**config.mk**
```make
export PLATFORM = sky130hd
export DESIGN_NAME = sump_selftest_sequencer_flat
export DESIGN_NICKNAME = d
export VERILOG_FILES = /design/src/rtl/sump_selftest_sequencer_if.sv /design/src/rtl/sump_selftest_sequencer.sv /design/src/flat_wrapper.sv
export SDC_FILE = /design/constraint.sdc
export NUM_CORES = 1
export LEC_CHECK = 0
export CAP_MARGIN = 20
export CORE_MARGIN = 2
export CORE_UTILIZATION = 35
export CTS_BUF_LIST = sky130_fd_sc_hd__clkbuf_4 sky130_fd_sc_hd__clkbuf_8
export DETAILED_ROUTE_END_ITERATION = 12
export SETUP_SLACK_MARGIN = 0.2
export SLEW_MARGIN = 20
export SYNTH_ARGS = -nofsm -noshare
export SYNTH_HDL_FRONTEND = slang
export SYNTH_SLANG_ARGS = --single-unit
```
**constraint.sdc**
```tcl
create_clock -name clk -period 3.45 [get_ports clk]
set_input_delay 0.5175 -clock clk [delete_from_list [all_inputs] [get_ports clk]]
set_output_delay 0.5175 -clock clk [all_outputs]
set_load 0.005 [all_outputs]
```
**src/rtl/sump_selftest_sequencer_if.sv**
```systemverilog
// UART transmit byte channel between the self-test sequencer and the TX path.
interface sump_selftest_sequencer_if;
  logic [7:0] tx_data;
  logic       tx_valid;
  logic       tx_ready;

  modport master (output tx_data, output tx_valid, input tx_ready);
  modport slave  (input tx_data, input tx_valid, output tx_ready);
endinterface

```
**src/rtl/sump_selftest_sequencer.sv**
```systemverilog
// SUMP self-test command sequencer: emits the bring-up command stream, enumerates
// channel-group disable masks and drains each internal-testmode capture with 0x7F bytes.
module sump_selftest_sequencer #(
  parameter int unsigned GROUPS      = 4,
  parameter logic [31:0] DIVIDER     = 32'h0000_0000,
  parameter logic [15:0] READ_COUNT  = 16'h0004,
  parameter logic [15:0] DELAY_COUNT = 16'h0004,
  parameter logic [31:0] FLAGS_BASE  = 32'h0000_0800,
  parameter int unsigned TIMEOUT     = 1_000_000
) (
  input  logic                             clk,
  input  logic                             rst,
  input  logic                             start,
  input  logic                             mode,
  input  logic                             dataReady,
  sump_selftest_sequencer_if.master        tx,
  output logic                             busy,
  output logic                             done,
  output logic                             error,
  output logic [7:0]                       test_idx,
  output logic [15:0]                      drain_cnt
);

  localparam logic [3:0] IDLE    = 4'd0;
  localparam logic [3:0] PRE_RST = 4'd1;
  localparam logic [3:0] PRE_ID  = 4'd2;
  localparam logic [3:0] TRIG    = 4'd3;
  localparam logic [3:0] T_RST   = 4'd4;
  localparam logic [3:0] T_FLAGS = 4'd5;
  localparam logic [3:0] T_DIV   = 4'd6;
  localparam logic [3:0] T_CNT   = 4'd7;
  localparam logic [3:0] T_RUN   = 4'd8;
  localparam logic [3:0] WAIT    = 4'd9;
  localparam logic [3:0] DRAIN   = 4'd10;
  localparam logic [3:0] NEXT    = 4'd11;
  localparam logic [3:0] FIN     = 4'd12;

  localparam int unsigned WAIT_W = (TIMEOUT > 1) ? $clog2(TIMEOUT) : 1;

  logic [3:0]        state;
  logic [2:0]        byte_idx;
  logic [1:0]        trig_sel;
  logic              in_pre;
  logic              mode_l;
  logic [GROUPS-1:0] e;
  logic [GROUPS-1:0] e_inc;
  logic [GROUPS-1:0] dis;
  logic [WAIT_W-1:0] wait_cnt;

  logic        long_cmd;
  logic [7:0]  op;
  logic [31:0] val;
  logic [31:0] trig_val;
  logic [7:0]  tx_byte;
  logic        accept;
  logic        last_byte;
  logic        keep;

  assign dis   = ~e;
  assign e_inc = e + GROUPS'(1);
  assign keep  = mode_l | ($countones(e_inc) == 1);

  always_comb begin
    case (trig_sel)
      2'd0:    trig_val = 32'h0000_00FF;
      2'd1:    trig_val = 32'h0000_0040;
      default: trig_val = 32'h0800_0000;
    endcase
  end

  // The five-byte reset burst is treated as a long command with opcode and value all zero.
  always_comb begin
    op       = '0;
    val      = '0;
    long_cmd = 1'b0;
    case (state)
      PRE_RST: long_cmd = 1'b1;
      PRE_ID:  op = 8'h02;
      TRIG: begin
        long_cmd = 1'b1;
        op       = 8'hC0 | {6'd0, trig_sel};
        val      = trig_val;
      end
      T_RST:   op = 8'h00;
      T_FLAGS: begin
        long_cmd = 1'b1;
        op       = 8'h82;
        val      = FLAGS_BASE | (32'(dis) << 2);
      end
      T_DIV: begin
        long_cmd = 1'b1;
        op       = 8'h80;
        val      = DIVIDER;
      end
      T_CNT: begin
        long_cmd = 1'b1;
        op       = 8'h81;
        val      = {DELAY_COUNT, READ_COUNT};
      end
      T_RUN:   op = 8'h01;
      DRAIN:   op = 8'h7F;
      default: ;
    endcase
  end

  always_comb begin
    case (byte_idx)
      3'd1:    tx_byte = val[7:0];
      3'd2:    tx_byte = val[15:8];
      3'd3:    tx_byte = val[23:16];
      3'd4:    tx_byte = val[31:24];
      default: tx_byte = op;
    endcase
  end

  assign tx.tx_data  = tx_byte;
  assign tx.tx_valid = (state == PRE_RST) || (state == PRE_ID) || (state == TRIG) ||
                       (state == T_RST) || (state == T_FLAGS) || (state == T_DIV) ||
                       (state == T_CNT) || (state == T_RUN) || (state == DRAIN);
  assign accept    = tx.tx_valid & tx.tx_ready;
  assign last_byte = !long_cmd || (byte_idx == 3'd4);
  assign busy      = (state != IDLE);
  assign done      = (state == FIN);

  always_ff @(posedge clk) begin
    if (rst) begin
      state     <= IDLE;
      byte_idx  <= '0;
      trig_sel  <= '0;
      in_pre    <= 1'b0;
      mode_l    <= 1'b0;
      e         <= '0;
      wait_cnt  <= '0;
      error     <= 1'b0;
      test_idx  <= '0;
      drain_cnt <= '0;
    end else begin
      if (accept) byte_idx <= last_byte ? 3'd0 : byte_idx + 3'd1;
      case (state)
        IDLE: if (start) begin
          state     <= PRE_RST;
          error     <= 1'b0;
          test_idx  <= 8'hFF;
          drain_cnt <= '0;
          in_pre    <= 1'b1;
          mode_l    <= mode;
          e         <= GROUPS'(1);
          trig_sel  <= '0;
        end
        PRE_RST: if (accept && last_byte) state <= PRE_ID;
        PRE_ID: if (accept) begin
          state    <= WAIT;
          wait_cnt <= '0;
        end
        TRIG: if (accept && last_byte) begin
          if (trig_sel == 2'd2) begin
            state     <= T_RST;
            in_pre    <= 1'b0;
            test_idx  <= '0;
            drain_cnt <= '0;
          end else begin
            trig_sel <= trig_sel + 2'd1;
          end
        end
        T_RST:   if (accept) state <= T_FLAGS;
        T_FLAGS: if (accept && last_byte) state <= T_DIV;
        T_DIV:   if (accept && last_byte) state <= T_CNT;
        T_CNT:   if (accept && last_byte) state <= T_RUN;
        T_RUN: if (accept) begin
          state    <= WAIT;
          wait_cnt <= '0;
        end
        WAIT: begin
          if (dataReady) begin
            state <= DRAIN;
          end else if (wait_cnt == WAIT_W'(TIMEOUT - 1)) begin
            state <= IDLE;
            error <= 1'b1;
          end else begin
            wait_cnt <= wait_cnt + WAIT_W'(1);
          end
        end
        // dataReady is re-sampled on the accepting edge, so a byte pending when it falls still completes.
        DRAIN: if (accept) begin
          drain_cnt <= drain_cnt + 16'd1;
          if (!dataReady) state <= in_pre ? TRIG : NEXT;
        end
        NEXT: begin
          if (&e_inc) begin
            state <= FIN;
          end else begin
            e <= e_inc;
            if (keep) begin
              state     <= T_RST;
              test_idx  <= test_idx + 8'd1;
              drain_cnt <= '0;
            end
          end
        end
        FIN:     state <= IDLE;
        default: state <= IDLE;
      endcase
    end
  end

endmodule

```
**src/flat_wrapper.sv**
```systemverilog
// flat-port wrapper written by rule: the top's interface ports become plain ports
module sump_selftest_sequencer_flat 
#(
  parameter int unsigned GROUPS      = 4,
  parameter logic [31:0] DIVIDER     = 32'h0000_0000,
  parameter logic [15:0] READ_COUNT  = 16'h0004,
  parameter logic [15:0] DELAY_COUNT = 16'h0004,
  parameter logic [31:0] FLAGS_BASE  = 32'h0000_0800,
  parameter int unsigned TIMEOUT     = 1_000_000
)
  (clk, rst, start, mode, dataReady, busy, done, error, test_idx, drain_cnt, tx_tx_data, tx_tx_valid, tx_tx_ready);
  sump_selftest_sequencer_if tx_i ();
  input  logic clk;
  input  logic rst;
  input  logic start;
  input  logic mode;
  input  logic dataReady;
  output logic busy;
  output logic done;
  output logic error;
  output logic [7:0] test_idx;
  output logic [15:0] drain_cnt;
  output wire logic [$bits(tx_i.tx_data)-1:0] tx_tx_data;
  output wire logic [$bits(tx_i.tx_valid)-1:0] tx_tx_valid;
  input wire logic [$bits(tx_i.tx_ready)-1:0] tx_tx_ready;
  assign tx_tx_data = tx_i.tx_data;
  assign tx_tx_valid = tx_i.tx_valid;
  assign tx_i.tx_ready = tx_tx_ready;
  sump_selftest_sequencer #(.GROUPS(GROUPS), .DIVIDER(DIVIDER), .READ_COUNT(READ_COUNT), .DELAY_COUNT(DELAY_COUNT), .FLAGS_BASE(FLAGS_BASE), .TIMEOUT(TIMEOUT)) u_core (.clk(clk), .rst(rst), .start(start), .mode(mode), .dataReady(dataReady), .tx(tx_i), .busy(busy), .done(done), .error(error), .test_idx(test_idx), .drain_cnt(drain_cnt));
endmodule
```
Word level (Yosys, flattened, before mapping)
Index checks and enable logic that the tools add are counted.

operators by class
  $add $sub $neg = 9
  $mul = 0
  divide/modulo/power cells = 0
  magnitude comparators = 0
  eq/ne operators = 39
  shift-type cells = 0
  muxes and demuxes = 54
  bitwise gates (word level) = 3
  reductions and logical operators = 32

operators by type and width
  kind                                                                      count
  16-bit 2-to-1 mux                                                         6
  32-bit case mux with 3 select lines                                       1
  4-bit 2-to-1 mux                                                          17
  16-bit case mux with 4 select lines                                       1
  20-bit 2-to-1 mux                                                         3
  28-bit case mux with 2 select lines                                       1
  8-bit case mux with 7 select lines                                        1
  4-bit case mux with 11 select lines                                       1
  8-bit 2-to-1 mux                                                          5
  20-bit case mux with 2 select lines                                       1
  32-bit adder                                                              1
  32-bit by 2-bit equality test with 1-bit output (second input constant)   1
  8-bit case mux with 4 select lines                                        1
  2-bit inequality test (second input constant)                             12
  8-bit case mux with 3 select lines                                        1
  20-bit by 1-bit adder with 20-bit output (second input constant)          1
  20-bit equality test (second input constant)                              1
  4-bit equality test (second input constant)                               5
  4-bit AND reduction                                                       5
  16-bit by 1-bit adder with 16-bit output (second input constant)          1
  4-bit by 3-bit equality test with 1-bit output (second input constant)    4
  13-bit AND reduction                                                      1
  2-bit by 1-bit inequality test with 1-bit output (second input constant)  5
  1-bit logical OR                                                          9
  36 further kinds                                                          52

storage, ports and cells
  register bits after elaboration = 60
  latch bits = 0
  memory bits (writable) = 0
  memory bits (read-only) = 0
  input port bits = 6
  output and inout bits = 36
  memories kept = 0

Logic depth before layout (Yosys ltp)
  word-level depth = 13
  gate-level depth with buffers = 14

Worst setup path before layout
OpenSTA, ideal clock, no wires.

  path type = register -> register
  start point = register u_core.e[0]
  end point = register u_core.drain_cnt[15]
  arrival time = 3.043 ns
  required time = 3.380 ns
  setup slack = 0.338 ns
  stages on the path, launching flop included = 13
  path buffers = 0
  clock period less this slack = 3.112 ns
  path through = dfxtp_1 -> ha_1 -> xor2_1 -> ha_1 -> ha_1 -> inv_1 -> fa_1 -> a31oi_1 -> a21oi_2 -> nand2_2 -> or4_4 -> or3_1 -> a21oi_1

on the way
  longest elaborated chain between the ends = 7

ends and longest elaborated chain
  what                                                          line                            source
  start: declaration                                            sump_selftest_sequencer.sv:45   logic [GROUPS-1:0] e;
  start signal: assignment                                      sump_selftest_sequencer.sv:192  e <= e_inc;
  4-bit by 1-bit adder with 4-bit output (*)                    sump_selftest_sequencer.sv:60   assign e_inc = e + GROUPS'(1);
  1-bit by 1-bit adder with 2-bit output (implied by the code)  sump_selftest_sequencer.sv:61   assign keep = mode_l | ($countones(e_inc) == 1);
  32-bit adder (implied by the code)                            sump_selftest_sequencer.sv:61
  32-bit by 2-bit equality test with 1-bit output               sump_selftest_sequencer.sv:61
  1-bit OR                                                      sump_selftest_sequencer.sv:61
  2-bit by 1-bit inequality test with 1-bit output (no line)    n/a
  7-bit AND reduction (no line) (*)                             n/a
  end signal: assignment                                        sump_selftest_sequencer.sv:185  drain_cnt <= drain_cnt + 16'd1;
  end: declaration                                              sump_selftest_sequencer.sv:21   output logic [15:0] drain_cnt

Mark *: on every way between the ends. The rest lies on a longest branch, timed or not.
A chain may end at the register's enable or synchronous reset.

Worst setup path in the final report
Ends and elaborated chain as after synthesis.

==> key figures <==
Yosys
  – Synth warn: 0
  – Synth Flop Type: dfxtp_1
  – Synth top cells by count: dfxtp_1, nor2_1, nand2_1
  – Synth area leaders: dfxtp_1, xnor2_1, nor2_1
  – Cells after Synth: 476
  – Post-Syn Area: 3680 um^2
  – Top-area cell type share of the netlist area: 32.6%
  – Number of synthesized flops with an enable pin: 0
  – Post-synthesis net count: 499
  – FFs w/ async S/R, synth: 0%
  – Sequential area share after synthesis: 32.6%
  – Post-synth cell types: 56
  – Syn Area/Cell: 7.73 um^2
  – Most common cell in the netlist: dfxtp_1
  – FF+latch count, synth: 60
  – Yosys top cell by area: dfxtp_1

STA
  – Tmin final: 3.19 ns
  – Max-Slew Margin vs Limit: 50.4%
  – Final Hold Fails: 0
  – Final setup fails: 0
  – Setup skew after layout: 0.00838 ns
  – Fin worst setup slack: 0.259 ns
  – Final period util: just over 90%
  – Worst-Margin Slew: 0.739 ns
  – Pins Over Slew Limit: 0
  – Setup TNS: 0 ns
  – RSZ-0062 raised after global routing: yes
  – Max Freq: 313 MHz

Clock tree
  – CTS sink count: 60
  – H-tree levels: 3
  – CTS root buffer: clkbuf_8
  – CTS Buf Count: 9
  – Worst skew pair latency: roughly 0.34 ns
  – CTS tree: done
  – Max Root-Sink Buffers: 2
  – Reg clk slew, reported paths: 0.07 ns

Floorplanning
  – Die Y: approximately 110 um
  – IO Pins: 42
  – Die Area: 11400 um^2
  – Cell Rows: 37
  – Core region area: 10300 um^2
  – Die width: 107 um
  – Initial core utilization: between 30% and 40%

Pwr
  – LEAKAGE: 0.00154 uW
  – Pwr dens: 586 nW/um^2
  – Worst vdd ir: 0.000313 V
  – Final Power: between 2000 and 3000 uW

Detailed routing
  – Via density: between 5 and 6
  – Pre-antenna DRT Iters: 4
  – Total wire length: 9.27 mm
  – DRT iter0 DRCs: 356
  – Wire per inst: between 10 and 15 um
  – ANT nets after route: 0
  – Vias: 3529
  – Remaining DRCs: 0

Global routing
  – GRT Overall Usage: 16.9%
  – Grt ovf: 0
  – Initial antenna violation count: 0
  – Largest net degree at the start of global routing: 33
  – Vias in the first global route: 3212
  – First-pass GRT wire length: 15.5 mm

Run status
  – Status: finished clean

Critical path
  – Largest stage delay, worst path: 0.54 ns
  – Crit Path Max Fanout: 7
  – Crit-path cells: ha_2, xor2_1, ha_1, ha_1, inv_1, fa_1, a31oi_2, a21oi_2, nand2_2, or4_4, or3_4, a21oi_2
  – R2r worst-path depth: 12
  – Worst Path Required: between 3 and 4 ns
  – Crit. path cell count: 12
  – Setup slack, reg-to-reg: 0.26 ns
  – Setup CP Type: register to register
  – Worst Path Arrival: 3.47 ns
  – FF-to-FF End: u_core.drain_cnt[15]$_SDFFE_PP0P_
  – R2r startpoint: u_core.e[0]$_SDFFE_PP0P_
  – Top Family by Delay on Critical Path: adder cells
  – Crit path capture: u_core.drain_cnt[15]$_SDFFE_PP0P_
  – Startpoint types: register
  – Crit end category: register
  – Worst Setup SP: u_core.e[0]$_SDFFE_PP0P_
  – Slowest stage cell, crit path: or4_4
  – WP buf/inv: 1

Place
  – Hpwl dp: 6.49 mm
  – Final Wtd Congestion: 0.855
  – Input/output buffers: 41
  – Setup WS pre-CTS: between 0.15 and 0.2 ns
  – Placed instance count: around 640

Min path
  – Worst Hold Class: register to register
  – Worst hold start: u_core.in_pre$_SDFFE_PP0P_

Layout
  – Non-filler instance count after layout: 657
  – Fill count: 1046
  – Share of layout cells above drive strength 1: 8.83%
  – Area growth syn-to-layout: 23.1%
  – Final nets: 540
  – ANT cells: 0

Flow run
  – MaxCap Viol Count: 0
==> cells by family after synthesis <==
| logic type | share of synthesized area (%) |
|---|---|
| AOI/OAI and AO/OA | 17.4 |
| DFF | 32.6 |
| xor gates and xnor gates | 8.09 |
| buffers and inverters | 4.69 |
| and+or+nand+nor | 30.1 |
| adders and majority gates | 5.98 |
| muxes | 1.09 |
==> area by class of cell <==
cell class              instances  area (um^2)  area share (%)
flip-flops and latches         60         1210            26.6
multi-input cells             374         2350            51.8
well taps                     136          170            3.75
clock inverters                 4         97.6            2.15
inverters                      20         75.1            1.66
repair buffers                 52          493            10.9
clock buffers                  11          145            3.20
==> placed cells by master, fill, tap and decap left out, drive strengths merged, types with 3 or more instances in the layout <==
| cell | synthesis | final |
|---|---|---|
| and3 | 12 | 12 |
| dfxtp | 60 | 60 |
| nor2b | 4 | 4 |
| clkbuf | 12 | 11 |
| nor3b | 3 | 3 |
| or3 | 12 | 12 |
| ha | 16 | 16 |
| buf | 10 | 11 |
| nor3 | 25 | 25 |
| bufinv | 0 | 3 |
| and2 | 5 | 5 |
| nand3 | 20 | 20 |
| mux2i | 4 | 4 |
| a2111oi | 3 | 3 |
| nand2 | 37 | 37 |
| a211oi | 4 | 4 |
| xor2 | 7 | 7 |
| nand4 | 10 | 10 |
| o21a | 7 | 7 |
| nor2 | 57 | 57 |
| xnor2 | 27 | 27 |
| clkdlybuf4s50 | 0 | 41 |
| inv | 19 | 19 |
| nor4b | 3 | 3 |
| o21ai | 35 | 35 |
| a21oi | 35 | 35 |
| nand3b | 3 | 3 |
| nand2b | 3 | 3 |
| a31oi | 6 | 6 |
| nor4 | 12 | 12 |
==> how the worst min path moves through the flow <==
stage,to,slack (ns),cells past startpoint
after floorplan,u_core.wait_cnt[17]$_SDFFE_PP0P_,0.45,2
after global placement,u_core.wait_cnt[17]$_SDFFE_PP0P_,0.46,2
after detailed placement,u_core.in_pre$_SDFFE_PP0P_,0.48,2
after CTS,u_core.in_pre$_SDFFE_PP0P_,0.49,2
after global routing,u_core.wait_cnt[1]$_SDFFE_PP0P_,0.53,2
final,u_core.in_pre$_SDFFE_PP0P_,0.49,2
==> layer usage <==
layer	track usage (%)	vias to the layer above	wire, um	part of all wire (%)
met3	3.92	6	407	4.4
met2	27.3	62	4460	48
met1	22.0	1683	4310	46
met5	0	-	0	0
met4	6.31	0	95	1.0
li1	-	1778	-	-
==> per-stage QoR <==
stage / instance area [um^2] / util (%) / hold slack (ns)
after floorplan: 3680 / - / 0.454
after global placement: 4240 / 41.2 / 0.463
after detailed placement: 4240 / 41.2 / 0.480
after CTS: 4490 / 43.7 / 0.491
after global routing: 4530 / 44.1 / 0.534
final: 4530 / 44.1 / 0.490
==> report_power, final <==
group          switching (uW)  internal [uW]
registers                88.8            773
clock network             279            504
logic                     571            442
total                     939           1720
==> sequential cells by signal, summed over array words and instances (netlist names) <==
| register | flops |
|---|---|
| u_core.wait_cnt | 20 |
| u_core.drain_cnt | 16 |
| u_core.test_idx | 8 |
| u_core.e | 4 |
| u_core.state | 4 |
| u_core.byte_idx | 3 |
| u_core.trig_sel | 2 |
| u_core.error | 1 |
| u_core.in_pre | 1 |
| u_core.mode_l | 1 |
==> tightest hold or removal path: cells and delay by family (launching register included) <==
family         cells  cell delay, ns
AO/OA/AOI/OAI      2            0.13
flip-flops         1            0.31
==> repair_timing <==
| action | 4_1_cts | 5_1_grt |
|---|---|---|
| buffers inserted | 1 | 0 |
| endpoints found under the setup margin | 1 | 28 |
| cloned | 0 | 0 |
| gates resized for setup | 2 | 10 |
| pin swaps | 1 | 2 |
| hold buffers | 0 | 0 |
Power figures use the tool's default switching activity.
==> RTL edit, RTL diff (same flow settings) <==
`GROUPS` is set to 4 in 2 places; all go to 5.
--- a/src/rtl/sump_selftest_sequencer.sv
+++ b/src/rtl/sump_selftest_sequencer.sv
@@ -2,5 +2,5 @@
 // channel-group disable masks and drains each internal-testmode capture with 0x7F bytes.
 module sump_selftest_sequencer #(
-  parameter int unsigned GROUPS      = 4,
+  parameter int unsigned GROUPS      = 5,
   parameter logic [31:0] DIVIDER     = 32'h0000_0000,
   parameter logic [15:0] READ_COUNT  = 16'h0004,
--- a/src/flat_wrapper.sv
+++ b/src/flat_wrapper.sv
@@ -2,5 +2,5 @@
 module sump_selftest_sequencer_flat 
 #(
-  parameter int unsigned GROUPS      = 4,
+  parameter int unsigned GROUPS      = 5,
   parameter logic [31:0] DIVIDER     = 32'h0000_0000,
   parameter logic [15:0] READ_COUNT  = 16'h0004,
Check against the original RTL: same outputs for any inputs over 10 cycles, from zero or initial values and one cycle with rst high; that may be too few to reach the edited logic, so the function may still have changed.
==> RTL edit against the original RTL <==
- combinational power increased by 71%
- routed wire length rose by 25%
- setup slack got worse by 0.024 ns
- maximum frequency is 0.73% lower
- area after synthesis grew 14%
- sequential share of layout area decreased by 2.7 points
- non-clock buffer count grew 11
- critical endpoint is now u_core.drain_cnt[11]$_SDFFE_PP0P_
- cell area increased by 14%
- global-route usage rose by 1.2 points
- sequential cell count grew 1
- critical path depth unchanged
- total power increased by 26%
==> RTL edit: results (changes against the original RTL) <==
min_path_cells: 2  # unchanged
highest_layer: "met4"
slew_headroom: 0.433  # -0.0711
avgViaCountPerCell: 5.92  # +10%
synth_common_cells: "dfxtp_1, a21oi_1, nand2_1"
min_from: "u_core.wait_cnt[19]$_SDFFE_PP0P_"
cts-root-buf: "clkbuf_8"
port-buffer-count: 41  # unchanged
placed_cells: 693  # +8.1%
reg2reg_slack_ns: 0.24  # -0.02 ns
min_to: "u_core.wait_cnt[19]$_SDFFE_PP0P_"
reg2reg_depth: 12  # unchanged
nFillCells: 1182  # +13%
p_leak_uw: 0.00168  # +8.9%
grt_pass1_vias: 4040  # +26%
clk_latency_ns: 0.36  # +0.02 ns
wl_met1_um: 5400  # +25%
rr_endpoint: "u_core.drain_cnt[11]$_SDFFE_PP0P_"
wire_per_inst_um: 16.2  # +15%
pre_cts_ws_ns: -0.0426  # -0.202 ns
fin_nets: 585  # +8.3%
cp.arrival_ns: 3.49  # +0.02 ns
finClkSkew_ns: 0.0159  # +0.00750 ns
synthTopCellsByArea: "dfxtp_1, a21oi_1, ha_1, nand2_1, o31ai_1"
numCtsBuffers: 9  # unchanged
antenna_cells: 0  # unchanged
drt_pass1_iterations: 5  # +1
drive_above_1_share: 0.153  # +0.0651
crit_fanout: 7  # unchanged
r2r_start: "u_core.e[1]$_SDFFE_PP0P_"
clkTransAtPathRegs_ns: 0.07  # about the same
clk_path_buf_depth: 2  # unchanged
async_reset_ff_frac: 0  # unchanged
place_hpwl_um: 8010  # +23%
status: "complete, no violations"
synth.distinct_cells: 88  # +57%
synth_cells: 521  # +9.5%
place.gp.congestion: 0.868  # +1.5%
grt_use_total: 0.181  # +0.0121
synth_nets: 544  # +9.0%
ir_drop_uv: 275  # -12%
drtIter0Drc: 264  # -26%
layout.cells.non_filler: 714  # +8.7%
cts.htree.levels: 3  # unchanged
antenna_found_initial: 0  # unchanged
wl_met2_um: 5520  # +24%
ys_warn_count: 0  # unchanged
dr_wl_met3_um: 417  # +2.5%
dpl_cell_area_sq_um: 4750  # +12%
grt_pass1_wl_um: 19100  # +23%
yosysSeqAreaShare: 0.290  # -0.0363
top_regs: "u_core.wait_cnt: 20 flops, u_core.drain_cnt: 16 flops, u_core.test_idx: 8 flops"
worstHoldPathType: "register to register"
grt_max_degree: 29  # -12%
## RTL edit: cell type report
type	count	area (sq um)	area share
repair buffers	63	603	0.117
multi-input cells	408	2840	0.553
clock inverters	3	42.5	0.00826
flip-flops and latches	61	1230	0.239
inverters	19	71.3	0.0139
clock buffers	13	173	0.0335
well taps	147	184	0.0357
## RTL edit: kinds of logic (layout without fill, tap and decap cells)
kind of cell	after synthesis	in the layout	synth area share
fa+ha+maj	17	17	0.0541
flops	61	61	0.290
mux	5	5	0.0157
simple gates	211	211	0.289
xor+xnor	7	7	0.0146
compound gates	168	168	0.272
buf+inv	52	98	0.0642
## RTL edit: stage by stage
step | utilization | hold slack (ns)
final | 0.434 | 0.484
after global routing | 0.434 | 0.513
after CTS | 0.424 | 0.488
after detailed placement | 0.400 | 0.477
after global placement | 0.400 | 0.462
after floorplan | - | 0.444
## RTL edit: how the worst max path moves through the flow
stage | start | end | slack [ns] | depth (start not counted)
6_report | u_core.e[1]$_SDFFE_PP0P_ | u_core.drain_cnt[11]$_SDFFE_PP0P_ | 0.24 | 12
3_3_place_gp | u_core.e[0]$_SDFFE_PP0P_ | u_core.drain_cnt[4]$_SDFFE_PP0P_ | 0.08 | 12
3_5_place_dp | u_core.e[0]$_SDFFE_PP0P_ | u_core.drain_cnt[12]$_SDFFE_PP0P_ | -0.04 | 11
5_1_grt | u_core.e[1]$_SDFFE_PP0P_ | u_core.drain_cnt[1]$_SDFFE_PP0P_ | 0.15 | 13
4_1_cts | u_core.e[0]$_SDFFE_PP0P_ | u_core.drain_cnt[1]$_SDFFE_PP0P_ | 0.21 | 13
2_1_floorplan | u_core.e[0]$_SDFFE_PP0P_ | u_core.drain_cnt[11]$_SDFFE_PP0P_ | 0.21 | 12
## RTL edit: repair_timing
| item | CTS | global route |
|---|---|---|
| pin swaps | 5 | 16 |
| endpoints found under the setup margin | 22 | 21 |
| resized for setup | 13 | 23 |
| setup buffers | 3 | 2 |
## RTL edit: critical path, stage by stage (launching register included)
cell and delay (ns):
dfxtp_4 0.37, ha_4 0.17, xor2_1 0.14, ha_1 0.30, inv_2 0.04, fa_2 0.33
fa_1 0.48, and3b_2 0.24, o21ba_4 0.20, nand3_4 0.10, buf_6 0.16, or4_1 0.46
a21oi_1 0.15
## RTL edit: power breakdown
| part | total [uW] | internal, uW | switching (uW) |
|---|---|---|---|
| Combinational | 1730 | 755 | 974 |
| Sequential | 937 | 791 | 147 |
| Clock | 692 | 400 | 292 |
| Total | 3360 | 1950 | 1410 |
## RTL edit: routing by layer
| layer | global-route usage | vias up |
|---|---|---|
| met4 | 0.0707 | 0 |
| met2 | 0.299 | 120 |
| met1 | 0.227 | 2015 |
| met5 | 0 | - |
| met3 | 0.0462 | 26 |
| li1 | - | 2069 |
